### src/rtl/reg_scoreboard_pkg.sv
// Shared constants and types for the register write-reservation scoreboard.
package reg_scoreboard_pkg;

  localparam int SB_NREG     = 32;
  localparam int SB_CNT_W    = 2;
  localparam int CREG_ADDR_W = 5;

  typedef logic [CREG_ADDR_W-1:0] creg_addr_t;
  typedef logic [SB_CNT_W-1:0]    sb_cnt_t;

endpackage

### src/rtl/reg_scoreboard_sb_entry.sv
// One tracked register: outstanding-write counter, newest-is-load flag and
// underflow detection. The counter saturates at zero instead of wrapping.
module sb_entry
  import reg_scoreboard_pkg::*;
#(
  parameter int CNT_W = SB_CNT_W
) (
  input  logic             clk,
  input  logic             reset_n,
  input  logic             inc,
  input  logic             dec_wb,
  input  logic             dec_kill,
  input  logic             issue_load,
  output logic [CNT_W-1:0] cnt,
  output logic [CNT_W-1:0] cnt_next,
  output logic             ld,
  output logic             underflow
);

  // Two guard bits: one for the +1 headroom, one for the sign.
  localparam int SUM_W = CNT_W + 2;

  logic signed [SUM_W-1:0] sum;

  // Clamp a signed net count into the unsigned counter range (negative -> 0).
  function automatic logic [CNT_W-1:0] sat_cnt(input logic signed [SUM_W-1:0] v);
    if (v[SUM_W-1]) return '0;
    return v[CNT_W-1:0];
  endfunction

  // Net arithmetic of reserve / writeback / squash landing in the same cycle.
  always_comb begin
    sum = $signed({2'b00, cnt})
        + $signed({{(SUM_W-1){1'b0}}, inc})
        - $signed({{(SUM_W-1){1'b0}}, dec_wb})
        - $signed({{(SUM_W-1){1'b0}}, dec_kill});
    underflow = sum[SUM_W-1];
    cnt_next  = sat_cnt(sum);
  end

  // Counter and load flag; the flag only means something while the count is non-zero.
  always_ff @(posedge clk or negedge reset_n) begin
    if (!reset_n) begin
      cnt <= '0;
      ld  <= 1'b0;
    end else begin
      cnt <= cnt_next;
      if (cnt_next == '0) ld <= 1'b0;
      else if (inc)       ld <= issue_load;
    end
  end

endmodule

### src/rtl/reg_scoreboard.sv
// Per-register write-reservation tracker. Decode reserves a destination on
// issue, writeback or squash releases it, and two source ports report whether
// a reservation (and whether a load's) is outstanding. x0 is never tracked.
module reg_scoreboard
  import reg_scoreboard_pkg::*;
#(
  parameter int NREG  = SB_NREG,
  parameter int CNT_W = SB_CNT_W
) (
  input  logic       clk,
  input  logic       reset_n,
  input  logic       issue_valid,
  input  logic [4:0] issue_wa,
  input  logic       issue_load,
  output logic       issue_ready,
  input  logic       wb_valid,
  input  logic [4:0] wb_wa,
  input  logic       kill_valid,
  input  logic [4:0] kill_wa,
  input  logic [4:0] ra1,
  input  logic [4:0] ra2,
  output logic       busy1,
  output logic       busy2,
  output logic       ldpend1,
  output logic       ldpend2,
  output logic       drained,
  output logic       underflow_seen
);

  // Wide enough for every register sitting at its maximum count.
  localparam int TOT_W = CNT_W + 5;
  localparam logic [CNT_W-1:0] CNT_MAX = '1;

  logic [NREG-1:0][CNT_W-1:0] cnt;
  logic [NREG-1:0][CNT_W-1:0] cnt_next;
  logic [NREG-1:0]            ld;
  logic [NREG-1:0]            underflow_vec;
  logic [TOT_W-1:0]           total;
  logic [TOT_W-1:0]           total_next;

  for (genvar r = 0; r < NREG; r++) begin : g_reg
    if (r == 0) begin : g_x0
      assign cnt[r]           = '0;
      assign cnt_next[r]      = '0;
      assign ld[r]            = 1'b0;
      assign underflow_vec[r] = 1'b0;
    end else begin : g_ent
      logic inc;
      logic dec_wb;
      logic dec_kill;

      assign inc      = issue_valid & issue_ready & (issue_wa == creg_addr_t'(r));
      assign dec_wb   = wb_valid   & (wb_wa   == creg_addr_t'(r));
      assign dec_kill = kill_valid & (kill_wa == creg_addr_t'(r));

      sb_entry #(.CNT_W(CNT_W)) u_entry (
        .clk        (clk),
        .reset_n    (reset_n),
        .inc        (inc),
        .dec_wb     (dec_wb),
        .dec_kill   (dec_kill),
        .issue_load (issue_load),
        .cnt        (cnt[r]),
        .cnt_next   (cnt_next[r]),
        .ld         (ld[r]),
        .underflow  (underflow_vec[r])
      );
    end
  end

  // An issue to a register already at its maximum count is dropped.
  assign issue_ready = (cnt[issue_wa] != CNT_MAX);

  // Source queries read registered state only; no same-cycle bypass.
  assign busy1   = (cnt[ra1] != '0);
  assign busy2   = (cnt[ra2] != '0);
  assign ldpend1 = busy1 & ld[ra1];
  assign ldpend2 = busy2 & ld[ra2];

  // Total follows the saturated per-register next counts, so it never drifts.
  always_comb begin
    total_next = '0;
    for (int r = 0; r < NREG; r++) begin
      total_next = total_next + TOT_W'(cnt_next[r]);
    end
  end

  // Outstanding total and sticky record of any release against an empty register.
  always_ff @(posedge clk or negedge reset_n) begin
    if (!reset_n) begin
      total          <= '0;
      underflow_seen <= 1'b0;
    end else begin
      total          <= total_next;
      underflow_seen <= underflow_seen | (|underflow_vec);
    end
  end

  assign drained = (total == '0);

endmodule

### config.mk
export PLATFORM = sky130hd
export DESIGN_NAME = reg_scoreboard
export DESIGN_NICKNAME = d
export VERILOG_FILES = /design/src/rtl/reg_scoreboard_pkg.sv /design/src/rtl/reg_scoreboard_sb_entry.sv /design/src/rtl/reg_scoreboard.sv
export SDC_FILE = /design/constraint.sdc
export NUM_CORES = 1
export LEC_CHECK = 0
export CAP_MARGIN = 15
export CORE_UTILIZATION = 60
export DETAILED_ROUTE_END_ITERATION = 8
export HOLD_SLACK_MARGIN = 0.02
export PLACE_DENSITY_LB_ADDON = 0.1
export SYNTH_ARGS = -nofsm -noshare
export SYNTH_HDL_FRONTEND = slang
export SYNTH_SLANG_ARGS = --single-unit
### constraint.sdc
create_clock -name clk -period 19.3 [get_ports clk]
set_clock_uncertainty 0.15 [all_clocks]
set_input_delay 1.93 -clock clk [delete_from_list [all_inputs] [get_ports clk]]
set_output_delay 1.93 -clock clk [all_outputs]
set_load 0.01 [all_outputs]
==> results_dict.tcl, run 1 <==
set metrics [dict create \
    outcome "complete, no violations" \
    drcViolationCount 0 \
    cts_sinks 101 \
    ctsHoldBuffers 0 \
    row_count 46 \
    via_per_inst 6.402 \
    min-delay-start "g_reg[3].g_ent.u_entry.ld" \
    grt_pass1_vias 7876 \
    grt.overflow.total 0 \
    io_buffers 37 \
    synth_edf_count 0 \
    regToRegStartpoint "g_reg[30].g_ent.u_entry.cnt[1]" \
    critPathRequiredTime_ns 19.44 \
    finalCritPeriodShare_pct 55.67 \
    synth_top_area_cell "dfrtp_1" \
    drv_cap 0 \
    max_freq_mhz 93.07 \
    drt-initial-drc-count 881 \
    core_mm2 0.01600 \
    dr.pass1.iters 5 \
    synth_seq_area_share_pct 25.45 \
    ys_types 58 \
    num_antenna_cells 0 \
    netlist_top_cells_area "dfrtp_1, fa_1, mux4_2" \
    cts_inserted_buffers 9 \
    crit_start "issue_wa[0]" \
    yosysWarningCount 0 \
    ys_ff_latch 101 \
    synthesis.instances 998 \
    period_needed_ns 10.74 \
    worst_pin_slew_ns 1.056 \
    tritoncts "done" \
    critical_path_class "in2reg" \
    die_x_um 130.6 \
    worstSetupStartpointType "input pin" \
    antenna_found_initial 0 \
    end_kind "register" \
    postRouteWirelength_um 30090 \
    start_util_pct 62.06 \
    hold_viol_final 0 \
    setup_viol 0 \
    drive_above_1_share_pct 10.74 \
    area_growth_syn_to_layout_pct 8.757 \
    avgSynthCellArea_um2 9.949 \
    grt_max_degree 67 \
    syn_nets 1189 \
    min_path_type "reg2reg" \
    avgRoutedWirePerCell_um 24.26 \
    slew_headroom_pct 29.44 \
    clkSlewWorstSetupHoldPaths_ns 0.07 \
    ys_async_sr_fraction_pct 100.0 \
    cts.repair.resized 0 \
    arrival_ns 10.89 \
    fin_cells 1240 \
    dp.cells 1224 \
    grt_pass1_wl_um 46170 \
    clock-root-buffer "clkbuf_16" \
    clockBufferDepth 2 \
    gp_congestion 1.004 \
    track_usage_pct 38.68 \
    netlist.area_leader.share_pct 25.45 \
    cts_setup_buffers 0 \
    clkLatencyLatePin_ns 0.37 \
    die-area_mm2 0.01707 \
    syn-cell-area_mm2 0.009930 \
    fp.dieH_um 130.6 \
    ys.flop_type "dfrtp_1" \
    nets 1211 \
    postRouteAntennaNets 0 \
    rsz0062_at_grt "false" \
    slew_viol_final 0 \
    dr_total_vias 7939 \
    tns_ns 0 \
    nFillCells 1313 \
    io_pins 38 \
    htreeDepth 3 \
    cp_max_fo 20 \
    place_hpwl_um 24440 \
]
## through the flow
stage | instance area, um2 | hold slack [ns] | worst slack (ns) | util, %
2_1_floorplan | 9930 | 0.3584 | 9.584 | -
3_3_place_gp | 10470 | 0.3739 | 8.360 | 65.41
3_5_place_dp | 10470 | 0.3884 | 8.246 | 65.41
4_1_cts | 10790 | 0.3979 | 8.600 | 67.42
5_1_grt | 10800 | 0.4126 | 8.211 | 67.49
6_report | 10800 | 0.4028 | 8.555 | 67.49
## Yosys cell counts, types with 21 or more instances
library cell  instances
mux4_2               46
nor3_1               37
or2_2                22
nand2b_1             42
fa_1                 87
nor2_1               69
ha_1                 73
nand2_1             138
dfrtp_1             101
nand3_1              21
clkbuf_1             23
inv_1               114
a21oi_1              27
## layer usage
metal,vias to the layer above,part of all wire (%),global-route usage [%]
met5,-,0,0
met4,0,2.8,14.47
met3,70,12,13.31
met2,472,44,56.74
met1,3918,41,53.33
li1,3479,-,-
## worst max-delay path, cell delays in order
cell and delay (ns):
clkdlybuf4s50_1 0.45, buf_4 0.29, mux4_2 0.54, a22oi_1 0.24, a32o_1 0.62, nand3_1 0.32
nor2_1 0.20, ha_1 0.27, fa_1 0.40, nor3_1 0.60, nand2b_1 0.33, fa_1 0.22
inv_1 0.06, fa_1 0.50, inv_1 0.05, fa_1 0.47, inv_1 0.05, fa_1 0.55
fa_1 0.45, fa_1 0.56, inv_1 0.06, fa_1 0.53, inv_1 0.04, ha_1 0.21
fa_1 0.40, a21o_1 0.19, a21oi_1 0.17, xnor2_1 0.13
## path summary, 6_finish.rpt
kind                                                       end  slack (ns)  cells past startpoint
worst min-delay path                 g_reg[3].g_ent.u_entry.ld        0.40                      2
worst max-delay path                                  total[5]        8.56                     28
max in group asynchronous       g_reg[20].g_ent.u_entry.cnt[0]       16.34                      2
min in group asynchronous        g_reg[4].g_ent.u_entry.cnt[1]        1.37                      1
worst max register to register                        total[5]       10.48                     26
worst min register to register       g_reg[3].g_ent.u_entry.ld        0.40                      2
## sequential cells by signal (all words and copies together) (netlist names)
register             cells
g.g_ent.u_entry.cnt     62
g.g_ent.u_entry.ld      31
total                    7
underflow_seen           1
## cells by family (layout without fill, tap and decap cells)
family	count (synthesis)	after routing	share of synthesized area, %
AO/OA/AOI/OAI	108	108	8.266
multiplexers	74	74	13.47
buffers and inverters	149	175	5.897
AND/OR/NAND/NOR	400	400	19.64
flip-flops	101	101	25.45
XOR/XNOR	6	6	0.5292
adder cells (fa/ha/maj)	160	160	26.74
## layout make-up
class,instances,area (um2),share of cell area (%)
clock buffers,10,239.0,2.213
clock inverters,5,82.58,0.7647
inverters,115,431.7,3.997
multi-input cells,748,6817,63.12
flip-flops and latches,101,2527,23.40
well taps,216,270.3,2.503
repair buffers,45,431.7,3.997
## cells in the final DEF, fill, tap and decap left out, drive strengths merged, types with 36 or more instances in the layout
cell type      synthesis  final
nand2                138    138
inv                  114    116
dfrtp                101    101
fa                    87     87
ha                    73     73
nor2                  69     69
mux4                  46     46
nand2b                42     42
nor3                  38     38
clkdlybuf4s50          0     36
Power of run 1 is not shown: default switching activity piles up to over one toggle a cycle in this logic, so the estimate is an artifact.
==> run 2, diff against run 1 <==
- CORE_UTILIZATION: 60 -> 57
- clock period: 19.3 -> 9.45 ns (I/O delays scaled with it)
==> results_dict.tcl, run 2 (same netlist as run 1, synthesis figures left out) <==
set metrics [dict create \
    fp.dieH_um 134.0 \
    arrival_ns 9.25 \
    finalCritPeriodShare_pct 96.40 \
    die-area_mm2 0.01795 \
    cp_slowest_cell "fa_1" \
    clkSlewWorstSetupHoldPaths_ns 0.07 \
    min_path_type "in2async" \
    r2r_cells 24 \
    clockBufferDepth 2 \
    postRouteWirelength_um 31150 \
    largest_reg_flops 62 \
    critPathRequiredTime_ns 9.59 \
    io_buffers 37 \
    die_x_um 134.0 \
    met2_length_um 13900 \
    regMostFlops "g.g_ent.u_entry.cnt" \
    nets 1306 \
    tritoncts "done" \
    dp.cells 1323 \
    place_hpwl_um 25220 \
    nFillCells 1335 \
    critical_path_class "in2reg" \
    htreeDepth 3 \
    cts_inserted_buffers 9 \
    final_cell_mix "nand2_1, inv_1, dfrtp_1, buf_4, fa_1" \
    clkLatencyLatePin_ns 0.37 \
    gp_congestion 0.9790 \
    end_kind "register" \
    dr_total_vias 8334 \
    clock-root-buffer "clkbuf_16" \
    track_usage_pct 37.54 \
    row_count 47 \
    drive_above_1_share_pct 18.66 \
    violations "design-rule violations" \
    drt-initial-drc-count 1043 \
    io_pins 38 \
    cts_setup_buffers 0 \
    r2r_setup_slack_ns 1.16 \
    grt_pass1_wl_um 48710 \
    worst_pin_slew_ns 1.060 \
    grt.overflow.total 0 \
    slew_viol_final 0 \
    core_mm2 0.01682 \
    avgRoutedWirePerCell_um 23.25 \
    top_regs "g.g_ent.u_entry.cnt (62), g.g_ent.u_entry.ld (31), total (7)" \
    slew_headroom_pct 29.35 \
    outcome "finished, violations left" \
    max_freq_mhz 109.8 \
    num_antenna_cells 0 \
    rsz0062_at_grt "false" \
    hold_viol_final 0 \
    final_common_cell "nand2_1" \
    area_growth_syn_to_layout_pct 16.81 \
    drv_cap 0 \
    wl_met1_um 12770 \
    regToRegStartpoint "g_reg[1].g_ent.u_entry.cnt[0]" \
    worstSetupStartpointType "input pin" \
    crit_top_cell "fa_1" \
    wl_met3_um 3545 \
    grt_max_degree 80 \
    period_needed_ns 9.110 \
    cts_sinks 101 \
    cp_max_fo 14 \
    postRouteAntennaNets 0 \
    setup_viol 0 \
    top_layer_used "met4" \
    drcViolationCount 2 \
    rr_endpoint "total[5]" \
    antenna_found_initial 0 \
    dr.pass1.iters 7 \
    cpPeakStageDelay_ns 0.55 \
    fin_cells 1340 \
    via_per_inst 6.219 \
    start_util_pct 59.04 \
    grt_pass1_vias 8401 \
]
==> run 2: layout make-up <==
class | instances | area (um2) | share of cell area, %
clock buffer | 12 | 266.5 | 2.298
clock inverter | 4 | 55.05 | 0.4747
inverter | 115 | 431.7 | 3.722
multi-input combinational | 748 | 6870 | 59.23
sequential | 101 | 2527 | 21.79
tap | 220 | 275.3 | 2.373
timing repair buffer | 140 | 1172 | 10.11
==> run 2: per-layer routing <==
metal | global-route usage [%] | up-vias
li1 | - | 3670
met3 | 8.844 | 81
met2 | 57.08 | 496
met5 | 0 | -
met4 | 13.57 | 0
met1 | 52.70 | 4087
==> run 2: through the flow <==
stage               setup TNS, ns  hold slack (ns)  utilization (%)  worst slack, ns  instance area (um2)
floorplan                       0           0.3584                -           0.7194                 9930
global placement          -0.1482           0.3810            66.65          -0.1482                11210
detailed placement        -0.2685           0.3916            66.65          -0.1852                11210
CTS                             0           0.3320            68.56           0.1783                11530
global route                    0           0.3448            68.96          0.01438                11600
finish                          0           0.3225            68.96           0.3400                11600
==> run 2: worst max path at each step <==
stage / start / to / slack, ns / cells past startpoint
after floorplan: issue_wa[0] / total[5] / 0.72 / 29
after global placement: issue_wa[0] / total[5] / -0.15 / 26
after detailed placement: issue_wa[0] / total[5] / -0.19 / 26
after CTS: issue_wa[0] / total[5] / 0.18 / 26
after global routing: issue_wa[1] / total[5] / 0.01 / 28
final: issue_wa[1] / total[5] / 0.34 / 26
==> run 2: worst max-delay path: cells and delay by family <==
family | cells | cell delay [ns]
muxes | 3 | 1.19
and+or+nand+nor | 1 | 0.16
buffers and inverters | 6 | 0.95
adders and majority gates | 11 | 4.76
AOI/OAI and AO/OA | 4 | 1.14
xor gates and xnor gates | 1 | 0.13
==> run 2: what timing repair did <==
action / CTS / global route
endpoints found under the setup margin: 0 / 1
gates resized for setup: 0 / 8
hold buffers: 0 / 0
Power of run 2 is left out for the same reason.
==> run 3, diff against run 2 <==
- CTS_CLUSTER_DIAMETER: unset -> 150
==> results of run 3 <==
The final DEF is identical to that of run 2; final timing and power are the same.
Power of run 3 is left out for the same reason.
